==> config.mk <==
export PLATFORM = sky130hd
export DESIGN_NAME = wshb_arbiter_flat
export DESIGN_NICKNAME = d
export VERILOG_FILES = /design/src/rtl/wshb_arbiter_pkg.sv /design/src/rtl/wshb_arbiter_if.sv /design/src/rtl/wshb_arbiter_rr_pick.sv /design/src/rtl/wshb_arbiter.sv /design/src/flat_wrapper.sv
export SDC_FILE = /design/constraint.sdc
export NUM_CORES = 1
export LEC_CHECK = 0
export ABC_AREA = 1
export CORE_AREA = 8 8 103 105
export CTS_CLUSTER_DIAMETER = 150
export DETAILED_ROUTE_END_ITERATION = 8
export DIE_AREA = 0 0 111 113
export PLACE_DENSITY = 0.77
export SYNTH_ARGS = -nofsm -noshare
export SYNTH_HDL_FRONTEND = slang
export SYNTH_SLANG_ARGS = --single-unit
==> constraint.sdc <==
create_clock -name clk -period 2 [get_ports clk]
set_clock_uncertainty 0.2 [all_clocks]
set_input_delay 0.4 -clock clk [delete_from_list [all_inputs] [get_ports clk]]
set_output_delay 0.4 -clock clk [all_outputs]
set_load 0.02 [all_outputs]
==> src/rtl/wshb_arbiter_pkg.sv <==
// wshb_arb_pkg: shared FSM state type and default parameters for the Wishbone arbiter.
package wshb_arb_pkg;
  typedef enum logic [1:0] {IDLE, OWN, SWITCH} arb_state_e;
  localparam int NM_DEF = 2;
  localparam int AW_DEF = 32;
  localparam int DW_DEF = 32;
  localparam int MAX_HOLD_DEF = 64;
endpackage

==> src/rtl/wshb_arbiter_if.sv <==
// wshb_arbiter_if: master-side and slave-side Wishbone classic signals around the arbiter.
interface wshb_arbiter_if
  import wshb_arb_pkg::*;
#(
  parameter int NM = NM_DEF,
  parameter int AW = AW_DEF,
  parameter int DW = DW_DEF
) ();
  logic [NM-1:0] m_cyc;
  logic [NM-1:0] m_stb;
  logic [NM-1:0] m_we;
  logic [NM-1:0][AW-1:0] m_adr;
  logic [NM-1:0][DW-1:0] m_dat_w;
  logic [NM-1:0][DW/8-1:0] m_sel;
  logic [NM-1:0] m_ack;
  logic [DW-1:0] m_dat_r;
  logic s_cyc;
  logic s_stb;
  logic s_we;
  logic [AW-1:0] s_adr;
  logic [DW-1:0] s_dat_w;
  logic [DW/8-1:0] s_sel;
  logic s_ack;
  logic [DW-1:0] s_dat_r;
  logic [NM-1:0] grant;
  modport slave (
    input m_cyc, m_stb, m_we, m_adr, m_dat_w, m_sel, s_ack, s_dat_r,
    output m_ack, m_dat_r, s_cyc, s_stb, s_we, s_adr, s_dat_w, s_sel, grant
  );
  modport master (
    output m_cyc, m_stb, m_we, m_adr, m_dat_w, m_sel, s_ack, s_dat_r,
    input m_ack, m_dat_r, s_cyc, s_stb, s_we, s_adr, s_dat_w, s_sel, grant
  );
endinterface

==> src/rtl/wshb_arbiter_rr_pick.sv <==
// rr_pick: one-hot round-robin choice among requests, searching from last+1 upward.
module rr_pick #(
  parameter int NM = 2,
  parameter int LW = 1
) (
  input  logic [NM-1:0] req,
  input  logic [LW-1:0] last,
  output logic [NM-1:0] pick
);
  // walk from farthest to nearest so the nearest requester overwrites
  always_comb begin
    pick = '0;
    for (int k = NM; k > 0; k--)
      if (req[(int'(last) + k) % NM]) pick = NM'(1) << ((int'(last) + k) % NM);
  end
endmodule

==> src/rtl/wshb_arbiter.sv <==
// wshb_arbiter: round-robin Wishbone classic arbiter with ack-count pre-emption.
module wshb_arbiter
  import wshb_arb_pkg::*;
#(
  parameter int NM = NM_DEF,
  parameter int AW = AW_DEF,
  parameter int DW = DW_DEF,
  parameter int MAX_HOLD = MAX_HOLD_DEF
) (
  input logic clk,
  input logic rst_n,
  wshb_arbiter_if.slave bus
);
  localparam int LW = NM > 1 ? $clog2(NM) : 1;
  localparam int CW = MAX_HOLD > 0 ? $clog2(MAX_HOLD + 1) : 1;
  arb_state_e state;
  logic [NM-1:0] grant, pick;
  logic [LW-1:0] last, own_idx;
  logic [CW-1:0] cnt, cnt_nxt;
  logic owned, own_cyc, fwd_ack, preempt;
  rr_pick #(.NM(NM), .LW(LW)) u_pick (.req(bus.m_cyc), .last(last), .pick(pick));
  always_comb begin
    own_idx = '0;
    for (int i = 0; i < NM; i++) own_idx = grant[i] ? LW'(i) : own_idx;
  end
  assign owned   = state == OWN && |grant;
  assign own_cyc = |(bus.m_cyc & grant);
  assign fwd_ack = owned & bus.s_ack;
  assign cnt_nxt = cnt == CW'(MAX_HOLD) ? cnt : cnt + CW'(1);
  // hand-over only on an ack edge, so an in-flight transfer is never cut
  assign preempt = MAX_HOLD > 0 && fwd_ack && cnt_nxt == CW'(MAX_HOLD) && |(bus.m_cyc & ~grant);
  assign bus.s_cyc   = owned & bus.m_cyc[own_idx];
  assign bus.s_stb   = owned & bus.m_stb[own_idx];
  assign bus.s_we    = owned & bus.m_we[own_idx];
  assign bus.s_adr   = owned ? bus.m_adr[own_idx] : {AW{1'b0}};
  assign bus.s_dat_w = owned ? bus.m_dat_w[own_idx] : {DW{1'b0}};
  assign bus.s_sel   = owned ? bus.m_sel[own_idx] : {(DW/8){1'b0}};
  assign bus.m_ack   = {NM{fwd_ack}} & grant;
  assign bus.m_dat_r = bus.s_dat_r;
  assign bus.grant   = grant;
  always_ff @(posedge clk)
    if (!rst_n) begin
      state <= IDLE;
      grant <= '0;
      cnt   <= '0;
      last  <= LW'(NM - 1);
    end else
      case (state)
        OWN:
          if (!own_cyc || preempt) begin
            state <= own_cyc ? SWITCH : IDLE;
            grant <= '0;
            last  <= own_idx;
          end else if (fwd_ack) cnt <= cnt_nxt;
        default: begin
          state <= |bus.m_cyc ? OWN : IDLE;
          grant <= pick;
          cnt   <= '0;
        end
      endcase
endmodule

==> src/flat_wrapper.sv <==
// flat-port wrapper written by rule: the top's interface ports become plain ports
module wshb_arbiter_flat import wshb_arb_pkg::*;
#(
  parameter int NM = NM_DEF,
  parameter int AW = AW_DEF,
  parameter int DW = DW_DEF,
  parameter int MAX_HOLD = MAX_HOLD_DEF
)
  (clk, rst_n, bus_m_cyc, bus_m_stb, bus_m_we, bus_m_adr, bus_m_dat_w, bus_m_sel, bus_s_ack, bus_s_dat_r, bus_m_ack, bus_m_dat_r, bus_s_cyc, bus_s_stb, bus_s_we, bus_s_adr, bus_s_dat_w, bus_s_sel, bus_grant);
  wshb_arbiter_if #(.NM(NM), .AW(AW), .DW(DW)) bus_i ();
  input logic clk;
  input logic rst_n;
  input wire logic [$bits(bus_i.m_cyc)-1:0] bus_m_cyc;
  input wire logic [$bits(bus_i.m_stb)-1:0] bus_m_stb;
  input wire logic [$bits(bus_i.m_we)-1:0] bus_m_we;
  input wire logic [$bits(bus_i.m_adr)-1:0] bus_m_adr;
  input wire logic [$bits(bus_i.m_dat_w)-1:0] bus_m_dat_w;
  input wire logic [$bits(bus_i.m_sel)-1:0] bus_m_sel;
  input wire logic [$bits(bus_i.s_ack)-1:0] bus_s_ack;
  input wire logic [$bits(bus_i.s_dat_r)-1:0] bus_s_dat_r;
  output wire logic [$bits(bus_i.m_ack)-1:0] bus_m_ack;
  output wire logic [$bits(bus_i.m_dat_r)-1:0] bus_m_dat_r;
  output wire logic [$bits(bus_i.s_cyc)-1:0] bus_s_cyc;
  output wire logic [$bits(bus_i.s_stb)-1:0] bus_s_stb;
  output wire logic [$bits(bus_i.s_we)-1:0] bus_s_we;
  output wire logic [$bits(bus_i.s_adr)-1:0] bus_s_adr;
  output wire logic [$bits(bus_i.s_dat_w)-1:0] bus_s_dat_w;
  output wire logic [$bits(bus_i.s_sel)-1:0] bus_s_sel;
  output wire logic [$bits(bus_i.grant)-1:0] bus_grant;
  assign bus_i.m_cyc = bus_m_cyc;
  assign bus_i.m_stb = bus_m_stb;
  assign bus_i.m_we = bus_m_we;
  assign bus_i.m_adr = bus_m_adr;
  assign bus_i.m_dat_w = bus_m_dat_w;
  assign bus_i.m_sel = bus_m_sel;
  assign bus_i.s_ack = bus_s_ack;
  assign bus_i.s_dat_r = bus_s_dat_r;
  assign bus_m_ack = bus_i.m_ack;
  assign bus_m_dat_r = bus_i.m_dat_r;
  assign bus_s_cyc = bus_i.s_cyc;
  assign bus_s_stb = bus_i.s_stb;
  assign bus_s_we = bus_i.s_we;
  assign bus_s_adr = bus_i.s_adr;
  assign bus_s_dat_w = bus_i.s_dat_w;
  assign bus_s_sel = bus_i.s_sel;
  assign bus_grant = bus_i.grant;
  wshb_arbiter #(.NM(NM), .AW(AW), .DW(DW), .MAX_HOLD(MAX_HOLD)) u_core (.clk(clk), .rst_n(rst_n), .bus(bus_i));
endmodule
==> metrics.cfg <==
[clock_network]
postCtsHoldBufs = 0
cts.sinks = 12
cts_htree_levels = 1
clk_latency_ns = 0.25
clk_pin_slew_ns = 0.05
numCtsBuffers = 3
cts_tree = done
cts-root-buf = clkbuf_8
cts_buffer_depth = 2

[sta]
grt_setup_unrepaired = true
worst_slew_pin_slew_ns = 0.2308
whs_ns = 0.2948
setup_viol = 0
slew_violations = 0
hold_violations = 0
layout_min_cycle_time_ns = 1.964
fmax_mhz = 509.2
fin_crit_sh_pct = 98.19
relSlewSlack_pct = 84.56
finalSetupTns_ns = 0

[yosys]
post_synth.cell_area_avg_um2 = 5.097
synth_nets = 587
synth_warnings = 0
synth-seq-cells = 12
netlist_area_mm2 = 0.002079
ys_types = 23
ys_seq_area_share_pct = 11.55
synthCells = 408

[final_layout]
layout.nets = 789
drive_gt1_share_pct = 27.91
final_core_util_pct = 50.56
diodes = 0
fillerInstances = 903
area_growth_pct = 118.3

[critical_path]
cp.buffers_inverters = 3
slowest_stage = dfxtp_4
max_stage_delay_ns = 0.38
crit_family = buffers and inverters
cpMostUsedCell = nand2_4
worstSetupPathType = reg -> out
startpoint_type = register
reg2reg_slack_ns = 0.08
worstPathCellList = inv_8 > nand2_4 > nand2_4 > buf_12 > a21oi_1 > buf_4
r2r_cells = 14
reg2reg_to = u_core.last
cp_max_fo = 30
crit_start = u_core.bus.grant[1]
cp-end-kind = output pin
cp_data_arrival_time_ns = 1.36
critical_path_required_ns = 1.40
r2r-start = u_core.bus.grant[1]

[grt]
grt_pass1_wl_um = 17540
grt-ovfl-total = 0
track_usage_pct = 16.72
antenna_found_initial = 0
grt_pass1_vias = 3370
grt_max_degree = 53

[place]
routabilityCongestion = 0.8854
port_buffers = 219
hpwl_um = 8972

[die]
start_util_pct = 23.16
die_h_um = 113
io_pins = 284
num_rows = 35
core_area_mm2 = 0.008977
dieWidth_um = 111
die_area_mm2 = 0.01254

[min_path]
min_path_cells = 2
hp-class = reg -> reg
min_to = u_core.last
hold_start = u_core.last

[pwr]
total_power_mw = 1.276
vdd_ir_drop_max_v = 0.0002909
p_leak_nw = 2.099
intPower_mw = 0.8518
netSwitchingPower_mw = 0.4243
powerDensity_mw_per_mm2 = 281.1
p_sw_share_pct = 33.25
combPwrFrac_pct = 58.9
pwr-share-clk_pct = 21.4
seqPwrFrac_pct = 19.7

[routing]
wl_per_cell_um = 16.99
routed_wl_um = 12230
via_count = 3351
drc = 0
drt-vias-per-instance = 4.654
drt_iter0_markers = 275
first_pass_iters = 4
detail-route-antenna-nets = 0

[run]
maxCapViolCount = 0

[outcome]
status = completed

Yosys cell counts:
library cell    n  area [µm²]
xor2_1          3       26.28
clkinv_1        6       22.52
nor2_4          1       11.26
inv_1          16       60.06
buf_6           1       11.26
inv_2           4       15.01
dfxtp_1        12       240.2
nand2_2         1       6.260
buf_1           2       7.510
ha_1            2       25.02
nor2_1         17       63.81
nand2_1       180       675.7
nor2_2          3       18.77
buf_2           1       5.000
nand3_2         3       30.03
clkbuf_1       20       75.07
o21ai_0         1       5.000
o211ai_1        1       7.510
a21oi_1        77       385.4
buf_4          35       262.8
nand3_1        11       55.05
nand3b_1        1       7.510
nand4_1        10       62.56
state kept, by name, indices dropped and copies added (netlist names):
signal,cells
u_core.bus.grant,2
u_core.last,1
u_core.cnt,7
u_core.state,2
final cells by class:
| class | instances | area [µm²] | area share, % |
|---|---|---|---|
| Clock buffer | 4 | 55.05 | 1.213 |
| Multi-Input combinational cell | 311 | 1549 | 34.12 |
| Inverter | 26 | 105.1 | 2.315 |
| Tap cell | 111 | 138.9 | 3.060 |
| Timing Repair Buffer | 256 | 2442 | 53.80 |
| Sequential cell | 12 | 249.0 | 5.485 |
per-stage QoR:
step | cell area [µm²] | instances | setup WS (ns)
3_3_place_gp | 4345 | 708 | -0.4633
6_report | 4539 | 720 | 0.03617
3_5_place_dp | 4345 | 708 | -0.4587
4_1_cts | 4133 | 714 | 0.0004328
2_1_floorplan | 2079 | 408 | 0.03490
5_1_grt | 4539 | 720 | -0.06446
layout by cell type (no fill, tap or decap), types with 2 or more instances in the layout:
master / n
nor2_1: 15
clkbuf_16: 4
nand3_1: 8
nor2_2: 4
buf_2: 24
xor2_2: 2
a21oi_2: 23
clkbuf_8: 4
buf_16: 2
nand4_1: 10
dlygate4sd2_1: 2
clkinv_1: 6
dfxtp_1: 7
nand2_4: 2
buf_12: 6
nand2_2: 3
nand3_2: 5
buf_4: 66
buf_6: 8
inv_2: 6
nor2_4: 2
dfxtp_2: 4
a21oi_1: 54
inv_1: 13
nand2_1: 176
clkdlybuf4s50_1: 143
cell families (layout without fill, tap and decap cells):
group	count (synthesis)	after routing	synth area share, %
adders and majority gates	2	2	1.203
AOI/OAI and AO/OA	79	79	19.13
and+or+nand+nor	227	227	44.77
xor gates and xnor gates	3	3	1.264
DFF	12	12	11.55
buffers and inverters	85	286	22.08
timing repair:
action                                  in CTS  in global routing
pin swaps                                    1                  5
endpoints found under the setup margin      78                 70
buffers inserted                             2                  3
hold endpoints to repair                     0                  0
cloned                                       1                  4
resized for setup                          318                 88
layer usage:
layer / part of all wire, % / up-vias / wire, µm / track usage (%)
li1: - / 1658 / - / -
met1: 39 / 1504 / 4811 / 18.54
met2: 51 / 165 / 6204 / 29.89
met3: 8.1 / 24 / 996 / 4.815
met4: 1.8 / 0 / 218 / 5.495
met5: 0 / - / 0 / 0
power by group through the flow:
| stage | clock network (mW) | registers [mW] | logic [mW] |
|---|---|---|---|
| after floorplan | 0 | 0.256 | 0.330 |
| final | 0.274 | 0.251 | 0.752 |
| after global routing | 0.288 | 0.252 | 0.810 |
| after global placement | 0 | 0.255 | 0.690 |
| after CTS | 0.279 | 0.250 | 0.682 |
| after detailed placement | 0 | 0.255 | 0.699 |
how the worst max path moves through the flow:
stage / endpoint / slack, ns / cells past startpoint
2_1_floorplan: bus_s_adr[0] / 0.03 / 5
3_3_place_gp: bus_s_cyc / -0.46 / 4
3_5_place_dp: bus_s_cyc / -0.46 / 4
4_1_cts: bus_s_sel[3] / 0.0004 / 6
5_1_grt: u_core.last / -0.06 / 14
6_report: bus_s_dat_w[9] / 0.04 / 6
tightest hold or removal path, cell delays in order (launching register included):
cell and delay [ns]:
dfxtp_1 0.32, nand2_1 0.07, nand3_1 0.05
(Power assumes the default switching activity.)
